### src/rtl/antirrebote_pulso.sv
// Push-button conditioner: two-flop synchroniser, stability-counter
// debounce FSM, one-cycle pulse per confirmed press and debounced level.
module antirrebote_pulso #(
    parameter int N_ESTABLE = 4
) (
    input  logic clk,
    input  logic reset_n_i,
    input  logic boton_i,
    output logic pulso_o,
    output logic estado_o
);

    // Counter width is derived from N_ESTABLE and must not be set separately.
    localparam int ANCHO_CNT = $clog2(N_ESTABLE) + 1;
    localparam logic [ANCHO_CNT-1:0] CNT_MAX = ANCHO_CNT'(N_ESTABLE - 1);
    localparam logic [ANCHO_CNT-1:0] CNT_UNO = ANCHO_CNT'(1);

    typedef enum logic [1:0] {
        SUELTO         = 2'd0,
        ESPERA_PRESION = 2'd1,
        PRESIONADO     = 2'd2,
        ESPERA_SUELTA  = 2'd3
    } estado_t;

    logic                 s1_reg;
    logic                 s2_reg;
    logic                 boton_s;
    estado_t              state_reg;
    estado_t              state_next;
    logic [ANCHO_CNT-1:0] cnt_reg;
    logic [ANCHO_CNT-1:0] cnt_next;
    logic                 pulso_reg;
    logic                 pulso_next;
    logic                 estado_reg;
    logic                 estado_next;

    // Bring the asynchronous button level into the clk domain.
    always_ff @(posedge clk or negedge reset_n_i) begin
        if (!reset_n_i) begin
            s1_reg <= 1'b0;
            s2_reg <= 1'b0;
        end else begin
            s1_reg <= boton_i;
            s2_reg <= s1_reg;
        end
    end

    assign boton_s = s2_reg;

    // FSM state, stability counter and registered outputs.
    always_ff @(posedge clk or negedge reset_n_i) begin
        if (!reset_n_i) begin
            state_reg  <= SUELTO;
            cnt_reg    <= '0;
            pulso_reg  <= 1'b0;
            estado_reg <= 1'b0;
        end else begin
            state_reg  <= state_next;
            cnt_reg    <= cnt_next;
            pulso_reg  <= pulso_next;
            estado_reg <= estado_next;
        end
    end

    // Next-state logic: the counter only advances inside the wait states and
    // is otherwise forced to 0, so reaching CNT_MAX always leaves the state.
    always_comb begin
        state_next = state_reg;
        cnt_next   = '0;
        pulso_next = 1'b0;
        case (state_reg)
            SUELTO: begin
                if (boton_s) begin
                    state_next = ESPERA_PRESION;
                end
            end
            ESPERA_PRESION: begin
                if (!boton_s) begin
                    state_next = SUELTO;
                end else if (cnt_reg == CNT_MAX) begin
                    state_next = PRESIONADO;
                    pulso_next = 1'b1;
                end else begin
                    cnt_next = cnt_reg + CNT_UNO;
                end
            end
            PRESIONADO: begin
                if (!boton_s) begin
                    state_next = ESPERA_SUELTA;
                end
            end
            ESPERA_SUELTA: begin
                if (boton_s) begin
                    state_next = PRESIONADO;
                end else if (cnt_reg == CNT_MAX) begin
                    state_next = SUELTO;
                end else begin
                    cnt_next = cnt_reg + CNT_UNO;
                end
            end
            default: begin
                state_next = SUELTO;
            end
        endcase
        // Debounced level is high while the press stands or its release is pending.
        estado_next = (state_next == PRESIONADO) || (state_next == ESPERA_SUELTA);
    end

    assign pulso_o  = pulso_reg;
    assign estado_o = estado_reg;

endmodule
### config.mk
export PLATFORM = sky130hd
export DESIGN_NAME = antirrebote_pulso
export DESIGN_NICKNAME = d
export VERILOG_FILES = /design/src/rtl/antirrebote_pulso.sv
export SDC_FILE = /design/constraint.sdc
export NUM_CORES = 1
export LEC_CHECK = 0
export BUFFER_PORTS_ARGS = -buffer_cell sky130_fd_sc_hd__buf_2
export CELL_PAD_IN_SITES_DETAIL_PLACEMENT = 1
export CELL_PAD_IN_SITES_GLOBAL_PLACEMENT = 2
export CORE_AREA = 2 2 39 41
export DETAILED_ROUTE_END_ITERATION = 6
export DIE_AREA = 0 0 41 43
export GPL_ROUTABILITY_DRIVEN = 0
export HOLD_SLACK_MARGIN = 0.1
export PLACE_DENSITY = 0.59
export SETUP_SLACK_MARGIN = 0.1
export SYNTH_ARGS = -nofsm -noshare
export SYNTH_HDL_FRONTEND = slang
export SYNTH_SLANG_ARGS = --single-unit
### constraint.sdc
create_clock -name clk -period 2.8 [get_ports clk]
set_input_delay 0.56 -clock clk [delete_from_list [all_inputs] [get_ports clk]]
set_output_delay 0.56 -clock clk [all_outputs]
set_load 0.005 [all_outputs]
* Word level (Yosys, flattened, before mapping) *
Index checks and enable logic that the tools add are counted.

operators by class
  multiplexer cells = 14
  equality and inequality tests = 6
  add/sub/neg operators = 1
  reductions and logical operators = 2

operators by type and width
  operator                                        number
  2-to-1 mux 2 bit                                6
  2-to-1 mux 3 bit                                3
  == test 2 bit (second input constant)           4
  one-hot mux 2 bit (4 select lines)              1
  one-hot mux 3 bit (2 select lines)              1
  adder 3 x 1 -> 3 bit (second input constant)    1
  == test 3 x 2 -> 1 bit (second input constant)  1
  2-to-1 mux 1 bit                                3
  == test 2 x 1 -> 1 bit (second input constant)  1
  zero test 2 bit                                 1
  logical OR 1 bit                                1

storage, ports and cells
  register bits = 9
  input bits = 3
  logic and storage cells = 29
  output and inout bits = 2

* Logic depth before layout (Yosys ltp) *
Gate-level depths: netlist of run 1.

  depth in word-level cells = 6
  gate-level depth with buffers = 3
  mapped depth without buffers = 3

* Worst setup path before layout of run 1 *
No wires, ideal clock.

  path type = reg2reg
  from = reg cnt_reg[0]
  to = reg estado_reg, in the netlist estado_o
  period minus slack after synthesis = 1,137 ps
  data arrival time = 1,012 ps
  data required time = 2,675 ps
  path slack = 1,663 ps
  cell stages (with the launch flop) = 4
  setup time = 125 ps
  buffers on the path = 0
  cells stage by stage = dfrtp_1 ha_1 nand3b_1 mux2_2

on the way
  word-level cells in the longest chain between the ends = 6
  elaborated cells on any way between the ends = 9
  those cells by class = 3 x eq/ne; 5 x mux; 1 x reduce/logical

ends and longest elaborated chain
  item                                  RTL line  source
  start: declaration                    30        logic [ANCHO_CNT-1:0] cnt_reg;
  start signal: assignment              59        cnt_reg <= cnt_next;
  == test 3 x 2 -> 1 bit *              80, 95
  2-to-1 mux 2 bit (on tied branches)   95, 80
  2-to-1 mux 2 bit (on tied branches)   93, 78
  one-hot mux 2 bit (4 select lines) *  71        case (state_reg)
  == test 2 bit                         106       estado_next = (state_next == PRESIONADO) || (state_next == ESPERA_SUELTA);
  logical OR 1 bit *                    106
  named net estado_next                 35        logic estado_next;
  end signal: assignment                61        estado_reg <= estado_next;
  end: declaration                      34        logic estado_reg;

The timed path passes the listed nets; every way through them passes the cells marked *.

* Final worst setup path of run 1 *
  from = reg estado_reg, in the netlist estado_o
  to = out estado_o

RTL lines
  item              RTL line  source
  end: declaration  10        output logic estado_o

No word-level cell between the ends.

==> results.md, run 1 <==
* Nets@finish at 31
* Slew @ Worst Pin at around 0.4 ns
* CP Depth at 1
* Pwr dens at 835 nW/um^2
* Initial antenna violation count at 0
* Hold buffer count at cts at 0
* Vias at 166
* CTS sink count at 8
* Period utilization at 48.6%
* H-tree depth at 1
* Antenna Cells at 0
* First-pass GRT wire length at 841 um
* Crit end category: primary output
* Post_cts resized at 0
* Area of the die at 1760 um^2
* Post-placement cell area at 329 um^2
* Remaining Overflow, GRT at 0
* Hold Vio Cnt, Final at 0
* Largest net degree at the start of global routing at 9
* Kind of critical path: reg -> out
* Ratio of cells with drive above 1 in the final layout at between 30% and 40%
* Register bit total from synthesis at 8
* Min cycle time layout at 1.36 ns
* Clock tree buffer depth at 2
* Worst Reg2Reg Path Length in Cells at 3
* Total iterations of the first detailed-routing run at 1
* Mapped Cells at 18
* R2R Setup Slk at 1.58 ns
* Root Driver: clkbuf_4
* Peak VDD IR at 0.232 mV
* TritonCTS Buffers at 3
* Slowest stage delay, CP at 0.41 ns
* Max FFs per register at 3
* Register area share after synthesis at 69.3%
* I/O Buffers at 4
* Num rows at 14
* I/O Pins at 5
* CTS clk-pin slew, worst paths at 0.05 ns
* Height of the die at ~43 um
* Worst min path class: in -> async
* CTS tree: yes
* CP max stage cell: dfrtp_1
* Total routed wirelength at roughly 500 um
* Crit-path max FO at 4
* Die width at 41 um
* RSZ-0062 raised after global routing: false
* Vias in the first global route at a little over 200
* Setup Skew at 0.00141 ns
* Max_cap viols at 0
* Vias per inst at a little over 4
* Mapped cell area at 289 um^2
* Setup TNS Final at 0 ns
* Endpoints failing setup at 0
* Max-slew violations at 0
* Post-route design area at 352 um^2
* Leak Pwr at between 0.15 and 0.2 nW
* CP top delay family: flip-flops
* Startpoint Class: register
* Syn nets at 22
* Ranking of synthesized cells by area: dfrtp_1 (69%), nor3b_1 (5.2%), nor4b_2 (5.2%)
* Fill cells at 153
* Yosys top cell by area: dfrtp_1
* CP Data Arrival Time at ~0.80 ns
* Worst-path cell chain: buf_2
* Worst path bufs/invs at 1
* Status: finished clean
* Syn. warnings at 0
* GRT Overall Usage at 7.52%
* Final ANT Viol Nets at 0
* Max_slew headroom at 72.5%
* Area growth syn-to-layout at 21.6%
* Fmax at 734 MHz
* Core Area at 1380 um^2
* Iter 0 DRT Violations at 0
* Initial Utilization at 20.9%
* Post-DR wirelength/cell at 11.9 um
* Share of the synthesized area in the top cell type at 69.3%
* Required @ worst endpoint at 2.24 ns
* Avg Synthesized Cell Area at 16.1 um^2
* Post-CTS setup buffers at 0
* # DRC at 0
* Count of unique library cells instantiated by Yosys at 10
* Clock Latency Late Sink at 0.25 ns
## layout by cell type (no fill, tap or decap)
| cell | instances |
|---|---|
| nand3b_1 | 1 |
| mux2_2 | 1 |
| nor3b_1 | 2 |
| ha_1 | 1 |
| dfrtp_1 | 8 |
| nor4b_2 | 1 |
| xnor2_1 | 1 |
| and3b_1 | 1 |
| buf_2 | 4 |
| clkbuf_4 | 3 |
| inv_1 | 1 |
| a31oi_1 | 1 |
## through the flow
step	utilization [%]	power, W	worst slack [ns]	hold WS, ns	std cells
2_1_floorplan	-	0.000190	1.66	0.264	18
3_3_place_gp	23.8	0.000205	1.61	0.340	38
3_5_place_dp	23.8	0.000211	1.59	0.342	38
4_1_cts	25.4	0.000302	1.43	0.141	41
5_1_grt	25.4	0.000318	1.40	0.146	41
6_report	25.4	0.000294	1.44	0.143	41
## worst paths after layout
path,start,to
hold reg to reg,s1_reg,boton_s
max in group asynchronous,reset_n_i,cnt_reg[2]
min in group clk,s1_reg,boton_s
setup / recovery,estado_o,estado_o
setup reg to reg,cnt_reg[0],estado_o
hold / removal,reset_n_i,boton_s
## cells by family (layout without fill, tap and decap cells)
logic type,Yosys count,after routing,synth area share (%)
compound gates,1,1,2.17
xor+xnor,1,1,3.03
fa+ha+maj,1,1,4.33
buf+inv,1,8,1.30
flops,8,8,69.3
mux,1,1,3.90
simple gates,5,5,16.0
## layout make-up
class                      count  area (um^2)  area share [%]
sequential                     8          200            56.9
multi-input combinational      9         85.1            24.2
clock buffer                   3         22.5            6.41
timing repair buffer           4         20.0            5.69
tap                           16         20.0            5.69
inverter                       1         3.75            1.07
## cells in the mapped netlist
| master | count |
|---|---|
| nor3b_1 | 2 |
| dfrtp_1 | 8 |
| inv_1 | 1 |
| nand3b_1 | 1 |
| and3b_1 | 1 |
| nor4b_2 | 1 |
| mux2_2 | 1 |
| xnor2_1 | 1 |
| ha_1 | 1 |
| a31oi_1 | 1 |
## worst register-to-register path, stage by stage (launching register included)
cell,delay (ns)
dfrtp_1,0.38
ha_1,0.24
nand3b_1,0.14
mux2_2,0.34
## power breakdown
group | internal [W] | switching, W
Combinational | 0.0000273 | 0.0000228
Clock | 0.0000488 | 0.0000350
Sequential | 0.000140 | 0.0000201
Total | 0.000216 | 0.0000780
## routing by layer
metal	wire length, um	part of all wire (%)	vias up	GRT usage [%]
li1	-	-	78	-
met1	199	41	85	8.36
met2	265	54	3	11.6
met3	22	4.5	0	1.57
met4	0	0	0	6.00
met5	0	0	-	0
No activity file was read; power rests on OpenSTA's default activity.
==> run 2, diff against run 1 <==
- PLACE_DENSITY: 0.59 -> 0.61
- clock period: 2.8 -> 1.2 ns (I/O delays scaled with it)
==> results.md, run 2 (synthesis results as in run 1) <==
* Hold Slack at 0.353 ns (was 0.143 ns)
* Crit. Startpoint: cnt_reg[0] (was estado_o)
* Ratio of cells with drive above 1 in the final layout at 43.3% (was 36.0%)
* Num rows at 14 (unchanged)
* Total routed wirelength at 513 um (was 488 um)
* Post-DR wirelength/cell at 11.2 um (was 11.9 um)
* TritonCTS Buffers at 3 (unchanged)
* Gate power share at 23.5% (was 17.1%)
* Core Area at 1380 um^2 (unchanged)
* Root Driver: clkbuf_4 (unchanged)
* # DRC at 0 (unchanged)
* Initial Utilization at 20.9% (unchanged)
* RSZ-0062 raised after global routing: true (was false)
* GRT Overall Usage at 8.65% (was 7.52%)
* Max FFs per register at 3 (unchanged)
* Period utilization at a little over nine tenths
* CTS clk-pin slew, worst paths at 0.05 ns (about the same)
* Required @ worst endpoint at 1.33 ns (was 2.24 ns)
* Largest net degree at the start of global routing at 9 (unchanged)
* Most common cell after layout, fill and taps aside: dfrtp_1 (unchanged)
* Area growth syn-to-layout at 42.0% (was 21.6%)
* CTS tree: yes (unchanged)
* Final ANT Viol Nets at 0 (unchanged)
* CTS sink count at 8 (unchanged)
* Max_slew headroom at 84.0% (was 72.5%)
* Area of the die at 1760 um^2 (unchanged)
* Final Util at 29.7% (was 25.4%)
* Hold Vio Cnt, Final at 0 (unchanged)
* Crit end category: register (was primary output)
* Initial antenna violation count at 0 (unchanged)
* End of the critical path: estado_o (unchanged)
* Sw power at 0.000202 W (was 0.0000780 W)
* Vias in the first global route at 226 (was 204)
* R2R Setup Slk at 0.06 ns (was 1.58 ns)
* Fill cells at 152 (was 153)
* Endpoints failing setup at 0 (unchanged)
* Worst min path class: in -> async (unchanged)
* Kind of critical path: reg -> reg (was reg -> out)
* Setup TNS Final at 0 ns (unchanged)
* Worst Reg2Reg Path Length in Cells at 3 (unchanged)
* Iter 0 DRT Violations at 2 (was 0)
* Max-slew violations at 0 (unchanged)
* Fmax at 880 MHz
* Internal power at 0.000557 W (was 0.000216 W)
* Vias per inst at 4.15 (was 4.05)
* H-tree depth at 1 (unchanged)
* Post-DP HPWL at between 300 and 400 um
* RR Endpoint: estado_o (unchanged)
* Min cycle time layout at around 1.1 ns
* Leak Pwr at 0.193 nW (was 0.168 nW)
* Total iterations of the first detailed-routing run at 4 (was 1)
* Antenna Cells at 0 (unchanged)
* Slew @ Worst Pin at 0.239 ns (was 0.409 ns)
* Clock tree buffer depth at 2 (unchanged)
* Remaining Overflow, GRT at 0 (unchanged)
* Nets@finish at 36 (was 31)
* Seq pwr share at 50.3% (was 54.4%)
* Most frequent cells in the layout: dfrtp_1 (8), buf_2 (4), clkbuf_4 (3), buf_4 (3) (was dfrtp_1 (8), buf_2 (4), clkbuf_4 (3))
* Height of the die at 43 um (unchanged)
* Dpl ws at 0.0303 ns (was 1.59 ns)
* Max_cap viols at 0 (unchanged)
* Overall Power at 0.000759 W (was 0.000294 W)
* Setup WS post-layout at 0.0638 ns (was 1.44 ns)
* Status: finished clean (unchanged)
* I/O Buffers at 4 (unchanged)
* FF-to-FF Start: cnt_reg[0] (unchanged)
* CP Data Arrival Time at 1.27 ns (was 0.80 ns)
* Die width at 41 um (unchanged)
* First-pass GRT wire length at 924 um (was 841 um)
* Setup Skew at 0.00156 ns (was 0.00141 ns)
* Clock Latency Late Sink at 0.25 ns (about the same)
* Crit-path max FO at 2 (was 4)
* Startpoint Class: register (unchanged)
* Sw frac at 26.6% (was 26.5%)
* Peak VDD IR at 0.533 mV (was 0.232 mV)
* Vias at 191 (was 166)
* Pwr dens at 1850 nW/um^2 (was 835 nW/um^2)
* Clk pwr share at 26.2% (was 28.5%)
* I/O Pins at 5 (unchanged)
run 2: cell types whose count changed in the layout (fill, tap and decap cells not counted):
cell and change:
mux2_4 +1, buf_4 +3, ha_1 -1, dlygate4sd3_1 +2, mux2_2 -1, ha_4 +1
run 2: layout make-up:
cell class              count  area (um^2)  share of cell area [%]
inverters                   1         3.75                   0.915
clock buffers               3         22.5                    5.49
repair buffers              9         62.6                    15.2
well taps                  16         20.0                    4.88
multi-input cells           9          101                    24.7
flip-flops and latches      8          200                    48.8
run 2: worst min path at each step:
stage	slack, ns	start	endpoint	cells after the start
2_1_floorplan	-0.06	reset_n_i	boton_s	0
5_1_grt	0.37	s1_reg	boton_s	0
3_5_place_dp	0.09	reset_n_i	boton_s	1
4_1_cts	0.35	reset_n_i	cnt_reg[2]	2
3_3_place_gp	0.08	reset_n_i	estado_o	1
6_report	0.35	reset_n_i	cnt_reg[2]	2
run 2: metal layers:
layer / vias to the layer above / global-route usage (%) / part of all wire, %
li1: 87 / - / -
met1: 100 / 8.72 / 34
met2: 4 / 12.8 / 62
met3: 0 / 1.57 / 4.3
met4: 0 / 10.0 / 0
met5: - / 0 / 0
run 2: what timing repair did:
action | 4_1_cts | 5_1_grt
hold endpoints to repair | 9 | 0
hold buffers | 2 | 0
pin swaps | 1 | 0
endpoints found under the setup margin | 1 | 2
resized for setup | 2 | 0
buffers inserted | 2 | 0
run 2: worst max-delay path, stage by stage, from the launching register on:
cell and delay [ns]:
dfrtp_1 0.40, ha_4 0.17, nand3b_1 0.14, mux2_4 0.31
run 2: stage by stage:
step	instances	area, um^2
5_1_grt	46	410
3_3_place_gp	39	339
4_1_cts	46	410
6_report	46	410
2_1_floorplan	18	292
3_5_place_dp	39	339
run 2: power groups by stage:
| stage | Sequential (W) | Combinational (W) | Clock [W] |
|---|---|---|---|
| floorplan | 0.000366 | 0.0000792 | 0 |
| global placement | 0.000369 | 0.000134 | 0 |
| detailed placement | 0.000378 | 0.000138 | 0 |
| CTS | 0.000381 | 0.000181 | 0.000216 |
| global route | 0.000389 | 0.000203 | 0.000227 |
| finish | 0.000382 | 0.000178 | 0.000199 |
